### src/rtl/return_addr_stack_pkg.sv
`default_nettype none
// ============================================================================
//  Module   : ras_pkg
//  Brief    : Shared defaults, types and op encoding for the return-address
//             stack.
//  Revision : 1.0 - initial release
// ============================================================================
package ras_pkg;

    localparam int RAS_DEPTH  = 8;
    localparam int RAS_ADDR_W = 12;

    typedef logic [RAS_ADDR_W-1:0] ras_addr_t;

    // Encoded directly as {push, pop} so the decode is a plain cast.
    typedef enum logic [1:0] {
        RAS_NOP     = 2'b00,
        RAS_POP     = 2'b01,
        RAS_PUSH    = 2'b10,
        RAS_REPLACE = 2'b11
    } ras_op_e;

endpackage
`default_nettype wire

### src/rtl/return_addr_stack_if.sv
`default_nettype none
// ============================================================================
//  Module   : return_addr_stack_if
//  Brief    : Request/status bundle between the EX stage and the
//             return-address stack.
//  Revision : 1.0 - initial release
// ============================================================================
interface return_addr_stack_if
    import ras_pkg::*;
#(
    parameter int DEPTH  = RAS_DEPTH,
    parameter int ADDR_W = RAS_ADDR_W
);
    localparam int CNT_W = $clog2(DEPTH + 1);

    logic              push;
    logic              pop;
    logic              flush;
    logic [ADDR_W-1:0] push_addr;
    logic              clr_err;
    logic [ADDR_W-1:0] top_addr;
    logic              empty;
    logic              full;
    logic [CNT_W-1:0]  count;
    logic              overflow;
    logic              underflow;

    modport master (
        output push, pop, flush, push_addr, clr_err,
        input  top_addr, empty, full, count, overflow, underflow
    );

    modport slave (
        input  push, pop, flush, push_addr, clr_err,
        output top_addr, empty, full, count, overflow, underflow
    );

endinterface
`default_nettype wire

### src/rtl/return_addr_stack_storage.sv
`default_nettype none
// ============================================================================
//  Module   : ras_storage
//  Brief    : DEPTH x ADDR_W register array, one write port, one async read
//             port. Contents are not reset.
//  Revision : 1.0 - initial release
// ============================================================================
module ras_storage #(
    parameter int DEPTH  = 8,
    parameter int ADDR_W = 12,
    parameter int IDX_W  = $clog2(DEPTH)
) (
    input  wire logic              clk,
    input  wire logic              we,
    input  wire logic [IDX_W-1:0]  waddr,
    input  wire logic [ADDR_W-1:0] wdata,
    input  wire logic [IDX_W-1:0]  raddr,
    output logic      [ADDR_W-1:0] rdata
);

    logic [ADDR_W-1:0] r_mem [DEPTH];

    // Single write port; no reset so the array maps onto plain flops/LUTRAM.
    always_ff @(posedge clk) begin
        if (we) begin
            r_mem[waddr] <= wdata;
        end
    end

    assign rdata = r_mem[raddr];

endmodule
`default_nettype wire

### src/rtl/return_addr_stack.sv
`default_nettype none
// ============================================================================
//  Module   : return_addr_stack
//  Brief    : Return-address stack driven by the ID/EX push/pop control bits.
//             Presents the top entry to the PC-source mux, tracks occupancy
//             and keeps sticky overflow/underflow flags.
//  Revision : 1.0 - initial release
// ============================================================================
module return_addr_stack
    import ras_pkg::*;
#(
    parameter int DEPTH  = RAS_DEPTH,
    parameter int ADDR_W = RAS_ADDR_W
) (
    input wire logic           clk,
    input wire logic           rst,
    return_addr_stack_if.slave bus
);

    localparam int CNT_W = $clog2(DEPTH + 1);
    localparam int IDX_W = $clog2(DEPTH);
    localparam logic [CNT_W-1:0] C_DEPTH = CNT_W'(DEPTH);
    localparam logic [CNT_W-1:0] C_ONE   = CNT_W'(1);

    logic [CNT_W-1:0]  r_sp;
    logic [CNT_W-1:0]  w_sp_nx;
    logic              r_ovf;
    logic              r_unf;
    logic              w_ovf_set;
    logic              w_unf_set;
    logic              w_p;
    logic              w_q;
    logic              w_empty;
    logic              w_full;
    logic              w_we;
    logic [IDX_W-1:0]  w_waddr;
    logic [IDX_W-1:0]  w_top_idx;
    logic [ADDR_W-1:0] w_rdata;
    ras_op_e           w_op;

    // A flushed EX slot contributes no request at all.
    assign w_p     = bus.push & ~bus.flush;
    assign w_q     = bus.pop  & ~bus.flush;
    assign w_op    = ras_op_e'({w_p, w_q});
    assign w_empty = (r_sp == '0);
    assign w_full  = (r_sp == C_DEPTH);

    // Index of the current top; only meaningful when not empty.
    assign w_top_idx = IDX_W'(r_sp - C_ONE);

    // Decode the operation into a storage write, next pointer and error events.
    always_comb begin
        w_we      = 1'b0;
        w_waddr   = w_top_idx;
        w_sp_nx   = r_sp;
        w_ovf_set = 1'b0;
        w_unf_set = 1'b0;
        case (w_op)
            RAS_PUSH: begin
                if (w_full) begin
                    w_ovf_set = 1'b1;
                end else begin
                    w_we    = 1'b1;
                    w_waddr = IDX_W'(r_sp);
                    w_sp_nx = r_sp + C_ONE;
                end
            end
            RAS_POP: begin
                if (w_empty) begin
                    w_unf_set = 1'b1;
                end else begin
                    w_sp_nx = r_sp - C_ONE;
                end
            end
            RAS_REPLACE: begin
                w_we = 1'b1;
                if (w_empty) begin
                    // Pop half fails, push half still lands in slot 0.
                    w_unf_set = 1'b1;
                    w_waddr   = '0;
                    w_sp_nx   = C_ONE;
                end
            end
            default: begin
            end
        endcase
    end

    // Pointer and sticky flags; an error event beats a same-cycle clear.
    always_ff @(posedge clk or posedge rst) begin
        if (rst) begin
            r_sp  <= '0;
            r_ovf <= 1'b0;
            r_unf <= 1'b0;
        end else begin
            r_sp  <= w_sp_nx;
            r_ovf <= (r_ovf & ~bus.clr_err) | w_ovf_set;
            r_unf <= (r_unf & ~bus.clr_err) | w_unf_set;
        end
    end

    ras_storage #(
        .DEPTH  (DEPTH),
        .ADDR_W (ADDR_W),
        .IDX_W  (IDX_W)
    ) u_storage (
        .clk   (clk),
        .we    (w_we),
        .waddr (w_waddr),
        .wdata (bus.push_addr),
        .raddr (w_top_idx),
        .rdata (w_rdata)
    );

    assign bus.top_addr  = w_empty ? '0 : w_rdata;
    assign bus.empty     = w_empty;
    assign bus.full      = w_full;
    assign bus.count     = r_sp;
    assign bus.overflow  = r_ovf;
    assign bus.underflow = r_unf;

endmodule
`default_nettype wire

### src/flat_wrapper.sv
// flat-port wrapper written by rule: the top's interface ports become plain ports
module return_addr_stack_flat import ras_pkg::*;
#(
    parameter int DEPTH  = RAS_DEPTH,
    parameter int ADDR_W = RAS_ADDR_W
)
  (clk, rst, bus_push, bus_pop, bus_flush, bus_push_addr, bus_clr_err, bus_top_addr, bus_empty, bus_full, bus_count, bus_overflow, bus_underflow);
  return_addr_stack_if #(.DEPTH(DEPTH), .ADDR_W(ADDR_W)) bus_i ();
  input wire logic clk;
  input wire logic rst;
  input wire logic [$bits(bus_i.push)-1:0] bus_push;
  input wire logic [$bits(bus_i.pop)-1:0] bus_pop;
  input wire logic [$bits(bus_i.flush)-1:0] bus_flush;
  input wire logic [$bits(bus_i.push_addr)-1:0] bus_push_addr;
  input wire logic [$bits(bus_i.clr_err)-1:0] bus_clr_err;
  output wire logic [$bits(bus_i.top_addr)-1:0] bus_top_addr;
  output wire logic [$bits(bus_i.empty)-1:0] bus_empty;
  output wire logic [$bits(bus_i.full)-1:0] bus_full;
  output wire logic [$bits(bus_i.count)-1:0] bus_count;
  output wire logic [$bits(bus_i.overflow)-1:0] bus_overflow;
  output wire logic [$bits(bus_i.underflow)-1:0] bus_underflow;
  assign bus_i.push = bus_push;
  assign bus_i.pop = bus_pop;
  assign bus_i.flush = bus_flush;
  assign bus_i.push_addr = bus_push_addr;
  assign bus_i.clr_err = bus_clr_err;
  assign bus_top_addr = bus_i.top_addr;
  assign bus_empty = bus_i.empty;
  assign bus_full = bus_i.full;
  assign bus_count = bus_i.count;
  assign bus_overflow = bus_i.overflow;
  assign bus_underflow = bus_i.underflow;
  return_addr_stack #(.DEPTH(DEPTH), .ADDR_W(ADDR_W)) u_core (.clk(clk), .rst(rst), .bus(bus_i));
endmodule
### config.mk
export PLATFORM = sky130hd
export DESIGN_NAME = return_addr_stack_flat
export DESIGN_NICKNAME = d
export VERILOG_FILES = /design/src/rtl/return_addr_stack_pkg.sv /design/src/rtl/return_addr_stack_if.sv /design/src/rtl/return_addr_stack_storage.sv /design/src/rtl/return_addr_stack.sv /design/src/flat_wrapper.sv
export SDC_FILE = /design/constraint.sdc
export NUM_CORES = 1
export LEC_CHECK = 0
export BUFFER_PORTS_ARGS = -buffer_cell sky130_fd_sc_hd__buf_2
export CAP_MARGIN = 0
export CORE_MARGIN = 2
export CORE_UTILIZATION = 40
export DETAILED_ROUTE_END_ITERATION = 12
export PLACE_DENSITY_LB_ADDON = 0.1
export SETUP_SLACK_MARGIN = 0.3
export SLEW_MARGIN = 30
export SYNTH_ARGS = -nofsm -noshare
export SYNTH_HDL_FRONTEND = slang
export SYNTH_HIERARCHICAL = 1
export SYNTH_SLANG_ARGS = --single-unit
### constraint.sdc
create_clock -name clk -period 3.92 [get_ports clk]
set_input_delay 0.784 -clock clk [delete_from_list [all_inputs] [get_ports clk]]
set_output_delay 0.784 -clock clk [all_outputs]
set_load 0.005 [all_outputs]
Word-level counts from Yosys, hierarchy flattened
Memories as Yosys holds them, arrays and structs flattened.
Cells that the tools add are included.
{"block": "totals", "ram_bits": 96, "mem_count": 1, "elab_cells": 41, "reg_bits": 6, "output_inout_bits": 20}
{"memory": "u_core.u_storage.r_mem", "depth": 8, "width": 12, "read_ports": 1, "rd_ports_with_merged_regs": 0, "write_ports": 1, "line_no": "return_addr_stack_storage.sv:21", "rtl": "logic [ADDR_W-1:0] r_mem [DEPTH];"}
{"block": "op_classes", "n_eq_ne": 7, "bitwise": 8, "mux": 16, "addsub": 2, "n_reduce_logical": 4}
{"cell": "$mux W12", "n": 1}
{"cell": "$mux W4", "n": 3}
{"cell": "$pmux W4 S3", "n": 1}
{"cell": "$mux W1", "n": 7}
{"cell": "$mux W3", "n": 2}
{"cell": "$pmux W3 S2", "n": 1}
{"cell": "$add A4 B1 Y4 const B", "n": 1}
{"cell": "$and A1 B1 Y1", "n": 4}
{"cell": "$eq A2 B2 Y1 const B", "n": 2}
{"cell": "$eq A4 B4 Y1 const B", "n": 1}
{"cell": "$logic_not A4 Y1", "n": 1}
{"cell": "$ne A2 B2 Y1 const B", "n": 2}
{"cell": "$reduce_and A4 Y1", "n": 1}
{"cell": "$sub A4 B1 Y4 const B", "n": 1}
{"cell": "$reduce_bool A3 Y1", "n": 1}
{"cell": "$eq A2 B1 Y1 const B", "n": 1}
{"cell": "$ne A2 B1 Y1 const B", "n": 1}
{"cell": "$not A1 Y1", "n": 2}
{"cell": "$or A1 B1 Y1", "n": 2}
{"cell": "$pmux W1 S2", "n": 1}
{"cell": "$reduce_or A2 Y1", "n": 1}

Longest topological paths before layout
Gate-level depths: netlist of run 1.
{"block": "logic_depth", "ltp_word": 6, "mapped_depth": 9}

By module
Netlist of run 1, hierarchy kept.
{"mod": "ras_storage", "instances": 1, "cells_per_inst": 152, "seq_area_each_um2": 2882.8, "area_each_um2": 3747.3}
{"mod": "return_addr_stack", "instances": 1, "cells_per_inst": 77, "seq_area_each_um2": 150.1, "area_each_um2": 635.6}

Worst setup path after synthesis of run 1
OpenSTA, ideal clock, no wires.
{"block": "synth_timing", "path_kind": "flip-flop to output port", "start": "register u_core.r_sp[0], in the netlist u_core/bus.count[0]", "end": "output bus_top_addr[0]", "path_stages_with_launch": 9, "t_arrival_ns": 2.068, "path_slack_ns": 1.068, "t_required_ns": 3.136, "path_buffers": 2, "path_cell_list": "dfrtp_1 > inv_1 > ha_1 > xor2_1 > clkbuf_1 > buf_2 > mux4_2 > mux2_2 > and2b_1"}
{"block": "synth_between", "elab_chain_len": 3, "word_cells_on_any_way": 4}
{"item": "start, declared", "line_no": "return_addr_stack.sv:25", "rtl": "logic [CNT_W-1:0] r_sp;"}
{"item": "start signal, assigned", "line_no": "return_addr_stack.sv:96", "rtl": "r_sp <= w_sp_nx;"}
{"item": "$sub A4 B1 Y4", "line_no": "return_addr_stack.sv:49", "rtl": "assign w_top_idx = IDX_W'(r_sp - C_ONE);"}
{"item": "named net u_core.w_top_idx[0]", "line_no": "return_addr_stack.sv:37", "rtl": "logic [IDX_W-1:0] w_top_idx;"}
{"item": "$mem_v2 Z8 W12"}
{"item": "named net u_core.w_rdata[0]", "line_no": "return_addr_stack.sv:38", "rtl": "logic [ADDR_W-1:0] w_rdata;"}
{"item": "$mux W12", "line_no": "return_addr_stack.sv:115", "rtl": "assign bus.top_addr = w_empty ? '0 : w_rdata;"}
{"item": "end, declared", "line_no": "flat_wrapper.sv:16", "rtl": "output wire logic [$bits(bus_i.top_addr)-1:0] bus_top_addr;"}
The timed path passes the listed nets, and every way through them passes these cells.

Final worst setup path of run 1
{"block": "layout_timing", "start": "register u_core.r_sp[1], in the netlist u_core/bus.count[1]", "end": "output bus_top_addr[8]"}
The elaborated chain is that of the path after synthesis.

==> results.yml, run 1 <==
detailed_routing:
  post-route-drc-count: 0
  wl_met1_mm: 4.01
  vias_per_cell: 5.26
  ant_nets: 0
  drt_pass1_iterations: 4
  wl_met3_um: 273
  drt-initial-drc-count: 88
  wl_mm: 8.36
  dr_wl_met2_mm: 4.02
  via_count: 2272
  avgRoutedWirePerCell_um: 19.3
  top_layer: "met4"
layout:
  drive_gt1_frac: 0.342
  fin_cells: 432
  final_common_cell: "edfxtp_1"
  fin_nets: 308
  layout_common_cells: "96 x edfxtp_1, 37 x buf_2, 21 x mux4_1"
  area_delta_synth_final_pct: 15.5
  diodes: 0
  fill_cells: 955
floorplan:
  initial_utilization: 0.408
  die_area_mm2: 0.0118
  coreArea_mm2: 0.0107
  ios: 38
  die-height_um: 109
  die_w_um: 109
  rows: 38
power_and_ir_drop:
  pwr_density_cell_mw_per_mm2: 707
  p_int_w: 0.00243
  sw_frac_of_total: 0.323
  power_frac_seq: 0.385
  clock_power_share: 0.192
  leakage_nw: 1.81
  ir_drop_mv: 0.315
  p_switching_w: 0.00116
  combPwrFrac: 0.423
worst_setup_path:
  critPathMaxFanout: 15
  rr_worst_depth: 10
  criticalPathCategory: "register to output port"
  required_ps: 3140
  worstSetupEndpointType: "output port"
  startpoint_type: "register"
  worstSetupStartpoint: "u_core/bus.count[1]"
  arrival_ps: 2600
  r2r_start: "u_core/bus.count[0]"
grt:
  grt_pass1_vias: 2332
  grt_max_degree: 20
  antenna_found_initial: 0
  overflow: 0
  grt_usage: 0.155
  grt_pass1_wl_mm: 13.2
status:
  status: "complete, no violations"
synth:
  synthCells: 229
  synth_area_mm2: 0.00438
  yosysSeqAreaShare: 0.692
  synth.avg_cell_area_um2: 19.1
  ys_async_sr_fraction: 0.0588
  synth_nets: 250
  synth_cell_types: 42
  synth_edf_count: 96
  synth.ff_latch_count: 102
  ys_warn_count: 6
  synth-main-ff-cell: "edfxtp_1"
timing:
  relSlewSlack: 0.561
  max_freq_mhz: 295
  rsz0062_at_grt: "false"
  period_needed_ps: 3390
  fin_setup_tns_ps: 0
  fin_crit_sh: 0.865
  finalSetupViolations: 0
  fin_skew_ps: 13.4
  worst_slew_pin_slew_ps: 655
  final-hold-violation-count: 0
  maxSlewViolCount: 0
cts:
  cts_tree: "done"
  cts_buffers: 9
  clk_latency_ps: 360
  clockBufferDepth: 2
  clk_root_buffer_cell: "clkbuf_8"
  ctsHtreeMaxLevel: 3
  clk_pin_slew_ps: 110
  cts.sinks: 102
  cts_hold_buf: 0
hold_path:
  holdCritPathClass: "primary input to asynchronous set/reset pin"
placement:
  io_buffers: 37
  hpwl_mm: 5.53
  place.gp.congestion: 0.803
  placed_cells: 416
run:
  maxCapViolations: 0
-- cell type report --
cell class                      count  area (um^2)  share of cell area
Sequential cell                   102         3030               0.599
Clock buffer                        9          124              0.0245
Tap cell                          140          175              0.0346
Inverter                           11         45.0             0.00890
Clock inverter                      7         93.8              0.0185
Timing Repair Buffer               56          328              0.0647
Multi-Input combinational cell    107         1260               0.250
-- logic make-up (layout without fill, tap and decap cells) --
family,count (synthesis),after routing,synth area share
buf+inv,20,83,0.0234
fa+ha+maj,3,3,0.00857
simple gates,45,45,0.0634
xor+xnor,1,1,0.00200
flops,102,102,0.692
compound gates,18,18,0.0291
mux,40,40,0.182
-- Yosys cell counts (2+ instances only) --
| cell | count | area (um^2) |
|---|---|---|
| a21oi_1 | 5 | 25.0 |
| and2b_1 | 4 | 30.0 |
| buf_2 | 4 | 20.0 |
| buf_6 | 3 | 33.8 |
| clkbuf_1 | 2 | 7.51 |
| dfrtp_1 | 6 | 150 |
| edfxtp_1 | 96 | 2880 |
| ha_1 | 3 | 37.5 |
| inv_1 | 10 | 37.5 |
| mux2_2 | 13 | 146 |
| mux2i_1 | 3 | 30.0 |
| mux4_1 | 21 | 552 |
| mux4_2 | 3 | 67.6 |
| nand2_1 | 3 | 11.3 |
| nand2b_1 | 5 | 31.3 |
| nor2_1 | 8 | 30.0 |
| nor2b_1 | 10 | 62.6 |
| nor3_1 | 4 | 20.0 |
| o22ai_1 | 3 | 18.8 |
-- final timing paths --
check / endpoint / slack [ps]
setup reg to reg: u_core/u_storage/r_mem[1][10] / 900
hold reg to reg: u_core/bus.overflow / 540
min in group clk: u_core/bus.overflow / 540
hold / removal: u_core/bus.count[2] / 320
max in group asynchronous: u_core/bus.underflow / 3390
setup / recovery: bus_top_addr[8] / 530
-- critical path, cell delays in order, from the launching register on --
cell     delay (ps)
dfrtp_1         450
inv_1           150
ha_1            270
xor2_2          180
buf_4           270
mux4_1          330
mux2_2          270
nor2b_1         140
buf_2           160
-- registers in the layout, summed over array words and instances (netlist names) --
signal                  count
u_core/bus.overflow         1
u_core/bus.underflow        1
u_core/bus.count            4
u_core/u_storage/r_mem     96
-- per-layer routing --
| layer | global-route usage | vias up |
|---|---|---|
| li1 | - | 1036 |
| met1 | 0.218 | 1193 |
| met2 | 0.246 | 39 |
| met3 | 0.0400 | 4 |
| met4 | 0.0366 | 0 |
| met5 | 0 | - |
-- per-stage QoR --
stage	instance area, um^2	total power (W)	setup slack, ps	util	hold WS, ps
2_1_floorplan	4380	0.00243	1070	-	526
3_3_place_gp	4840	0.00295	844	0.451	516
3_5_place_dp	4840	0.00295	819	0.451	527
4_1_cts	5060	0.00365	379	0.471	320
5_1_grt	5060	0.00383	363	0.471	327
6_report	5060	0.00358	531	0.471	325
-- timing repair --
item	4_1_cts	5_1_grt
resized for setup	0	1
setup buffers	0	0
endpoints found under the setup margin	0	4
-- power by group through the flow --
stage          registers (W)  logic [W]  clock network (W)
3_3_place_gp         0.00140    0.00155                  0
2_1_floorplan        0.00138    0.00105                  0
6_report             0.00138    0.00152           0.000688
3_5_place_dp         0.00140    0.00155                  0
5_1_grt              0.00139    0.00168           0.000758
4_1_cts              0.00138    0.00155           0.000720
(Power assumes the default switching activity.)
==> run 2: changes to the inputs <==
--- a/config.mk
+++ b/config.mk
@@ -8,9 +8,10 @@
 export BUFFER_PORTS_ARGS = -buffer_cell sky130_fd_sc_hd__buf_2
 export CAP_MARGIN = 0
 export CORE_MARGIN = 2
-export CORE_UTILIZATION = 40
+export CORE_UTILIZATION = 55
 export DETAILED_ROUTE_END_ITERATION = 12
-export PLACE_DENSITY_LB_ADDON = 0.1
+export GPL_TIMING_DRIVEN = 0
+export PLACE_DENSITY = 0.85
 export SETUP_SLACK_MARGIN = 0.3
 export SLEW_MARGIN = 30
 export SYNTH_ARGS = -nofsm -noshare
==> results.yml, run 2 (synthesized netlist as in run 1, its figures left out) <==
power_and_ir_drop:
  clock_power_share: 0.182
  p_total_w: 0.00365
  p_switching_w: 0.00120
  power_frac_seq: 0.376
  ir_drop_mv: 0.436
  leakage_nw: 1.77
  sw_frac_of_total: 0.330
  p_int_w: 0.00244
  pwr_density_cell_mw_per_mm2: 734
  combPwrFrac: 0.442
grt:
  grt_pass1_vias: 2292
  antenna_found_initial: 0
  grt_usage: 0.207
  grt_max_degree: 19
  grt_pass1_wl_mm: 12.9
  overflow: 0
placement:
  place.gp.congestion: 0.875
  hpwl_mm: 5.37
  placed_cells: 372
  io_buffers: 37
detailed_routing:
  wl_mm: 8.39
  vias_per_cell: 6.02
  via_count: 2335
  drt-initial-drc-count: 274
  ant_nets: 0
  post-route-drc-count: 0
  avgRoutedWirePerCell_um: 21.6
  drt_pass1_iterations: 4
floorplan:
  die_area_mm2: 0.00870
  die-height_um: 93.3
  die_w_um: 93.3
  coreArea_mm2: 0.00773
  ios: 38
  initial_utilization: 0.567
  rows: 32
timing:
  worst_slew_pin_slew_ps: 832
  period_needed_ps: 3490
  fin_skew_ps: 11.7
  final-hold-violation-count: 0
  fin_setup_tns_ps: 0
  relSlewSlack: 0.445
  fin_crit_sh: 0.889
  max_freq_mhz: 287
  rsz0062_at_grt: "false"
  hold_slack_ps: 314
  finalSetupViolations: 0
  maxSlewViolCount: 0
layout:
  diodes: 0
  fill_cells: 509
  drive_gt1_frac: 0.346
  regArea_mm2: 0.00303
  largest_register_ffs: 96
  final_common_cell: "edfxtp_1"
  top_register: "u_core/u_storage/r_mem"
  multi_input_area_mm2: 0.00127
  layout_common_cells: "96 x edfxtp_1, 39 x buf_2, 21 x mux4_1"
  area_delta_synth_final_pct: 13.4
  fin_nets: 302
  fin_cells: 388
worst_setup_path:
  r2r_end: "u_core/u_storage/r_mem[1][0]"
  critPathMaxFanout: 10
  rr_worst_depth: 8
  worstSetupStartpoint: "u_core/bus.count[1]"
  startpoint_type: "register"
  r2r_slack_ps: 860
  arrival_ps: 2700
  r2r_start: "u_core/bus.count[1]"
  required_ps: 3140
  criticalPathCategory: "register to output port"
  endpoint: "bus_top_addr[4]"
  worstSetupEndpointType: "output port"
cts:
  clk_pin_slew_ps: 100
  clk_latency_ps: 360
  cts_buffers: 9
  cts_setup_buffers: 0
  clockBufferDepth: 2
  clk_root_buffer_cell: "clkbuf_8"
  ctsHtreeMaxLevel: 3
  cts.sinks: 102
  cts_tree: "done"
hold_path:
  holdCritPathClass: "primary input to asynchronous set/reset pin"
run:
  maxCapViolations: 0
status:
  status: "complete, no violations"
-- run 2: per-layer routing --
layer / wire, um / vias to the layer above / global-route usage
li1: - / 1028 / -
met4: 136 / 0 / 0.0735
met5: 0 / - / 0
met3: 467 / 11 / 0.0427
met1: 3690 / 1200 / 0.298
met2: 4090 / 96 / 0.320
-- run 2: cell type report --
cell class                      count  share of cell area
Timing Repair Buffer               41              0.0433
Clock buffer                        9              0.0249
Sequential cell                   102               0.610
Inverter                           11             0.00831
Multi-Input combinational cell    107               0.257
Tap cell                          102              0.0257
Clock inverter                      7              0.0159
Buffer                              9              0.0151
-- run 2: critical path, cell delays in order, from the launching register on --
cell,delay (ps)
dfrtp_1,480
inv_1,160
ha_2,230
xor2_1,160
clkbuf_4,220
buf_6,190
mux4_1,320
mux2_2,290
nor2b_1,150
buf_2,140
-- run 2: power groups by stage --
stage	logic [W]	registers, W	clock network, W
2_1_floorplan	0.00105	0.00138	0
3_3_place_gp	0.00150	0.00139	0
3_5_place_dp	0.00158	0.00139	0
4_1_cts	0.00160	0.00137	0.000673
5_1_grt	0.00174	0.00138	0.000710
6_report	0.00161	0.00137	0.000665
-- run 2: worst min-delay path by stage --
| stage | start | end | slack [ps] | cells after the start |
|---|---|---|---|---|
| final | rst | u_core/bus.count[0] | 310 | 2 |
| after floorplan | u_core/bus.overflow | u_core/bus.overflow | 530 | 2 |
| after global placement | u_core/bus.overflow | u_core/bus.overflow | 510 | 2 |
| after global routing | rst | u_core/bus.underflow | 320 | 2 |
| after CTS | rst | u_core/bus.overflow | 310 | 2 |
| after detailed placement | u_core/bus.overflow | u_core/bus.overflow | 520 | 2 |
-- run 2: stage by stage --
step | setup slack [ps] | util | area, um^2
global route | 299 | 0.643 | 4970
detailed placement | 449 | 0.615 | 4750
CTS | 284 | 0.642 | 4960
floorplan | 1070 | - | 4380
global placement | 68.5 | 0.608 | 4700
finish | 434 | 0.643 | 4970
-- run 2: repair_timing --
action	in CTS	in global routing
pin swaps	0	0
resized for setup	3	7
hold buffers	0	0
endpoints found under the setup margin	12	12
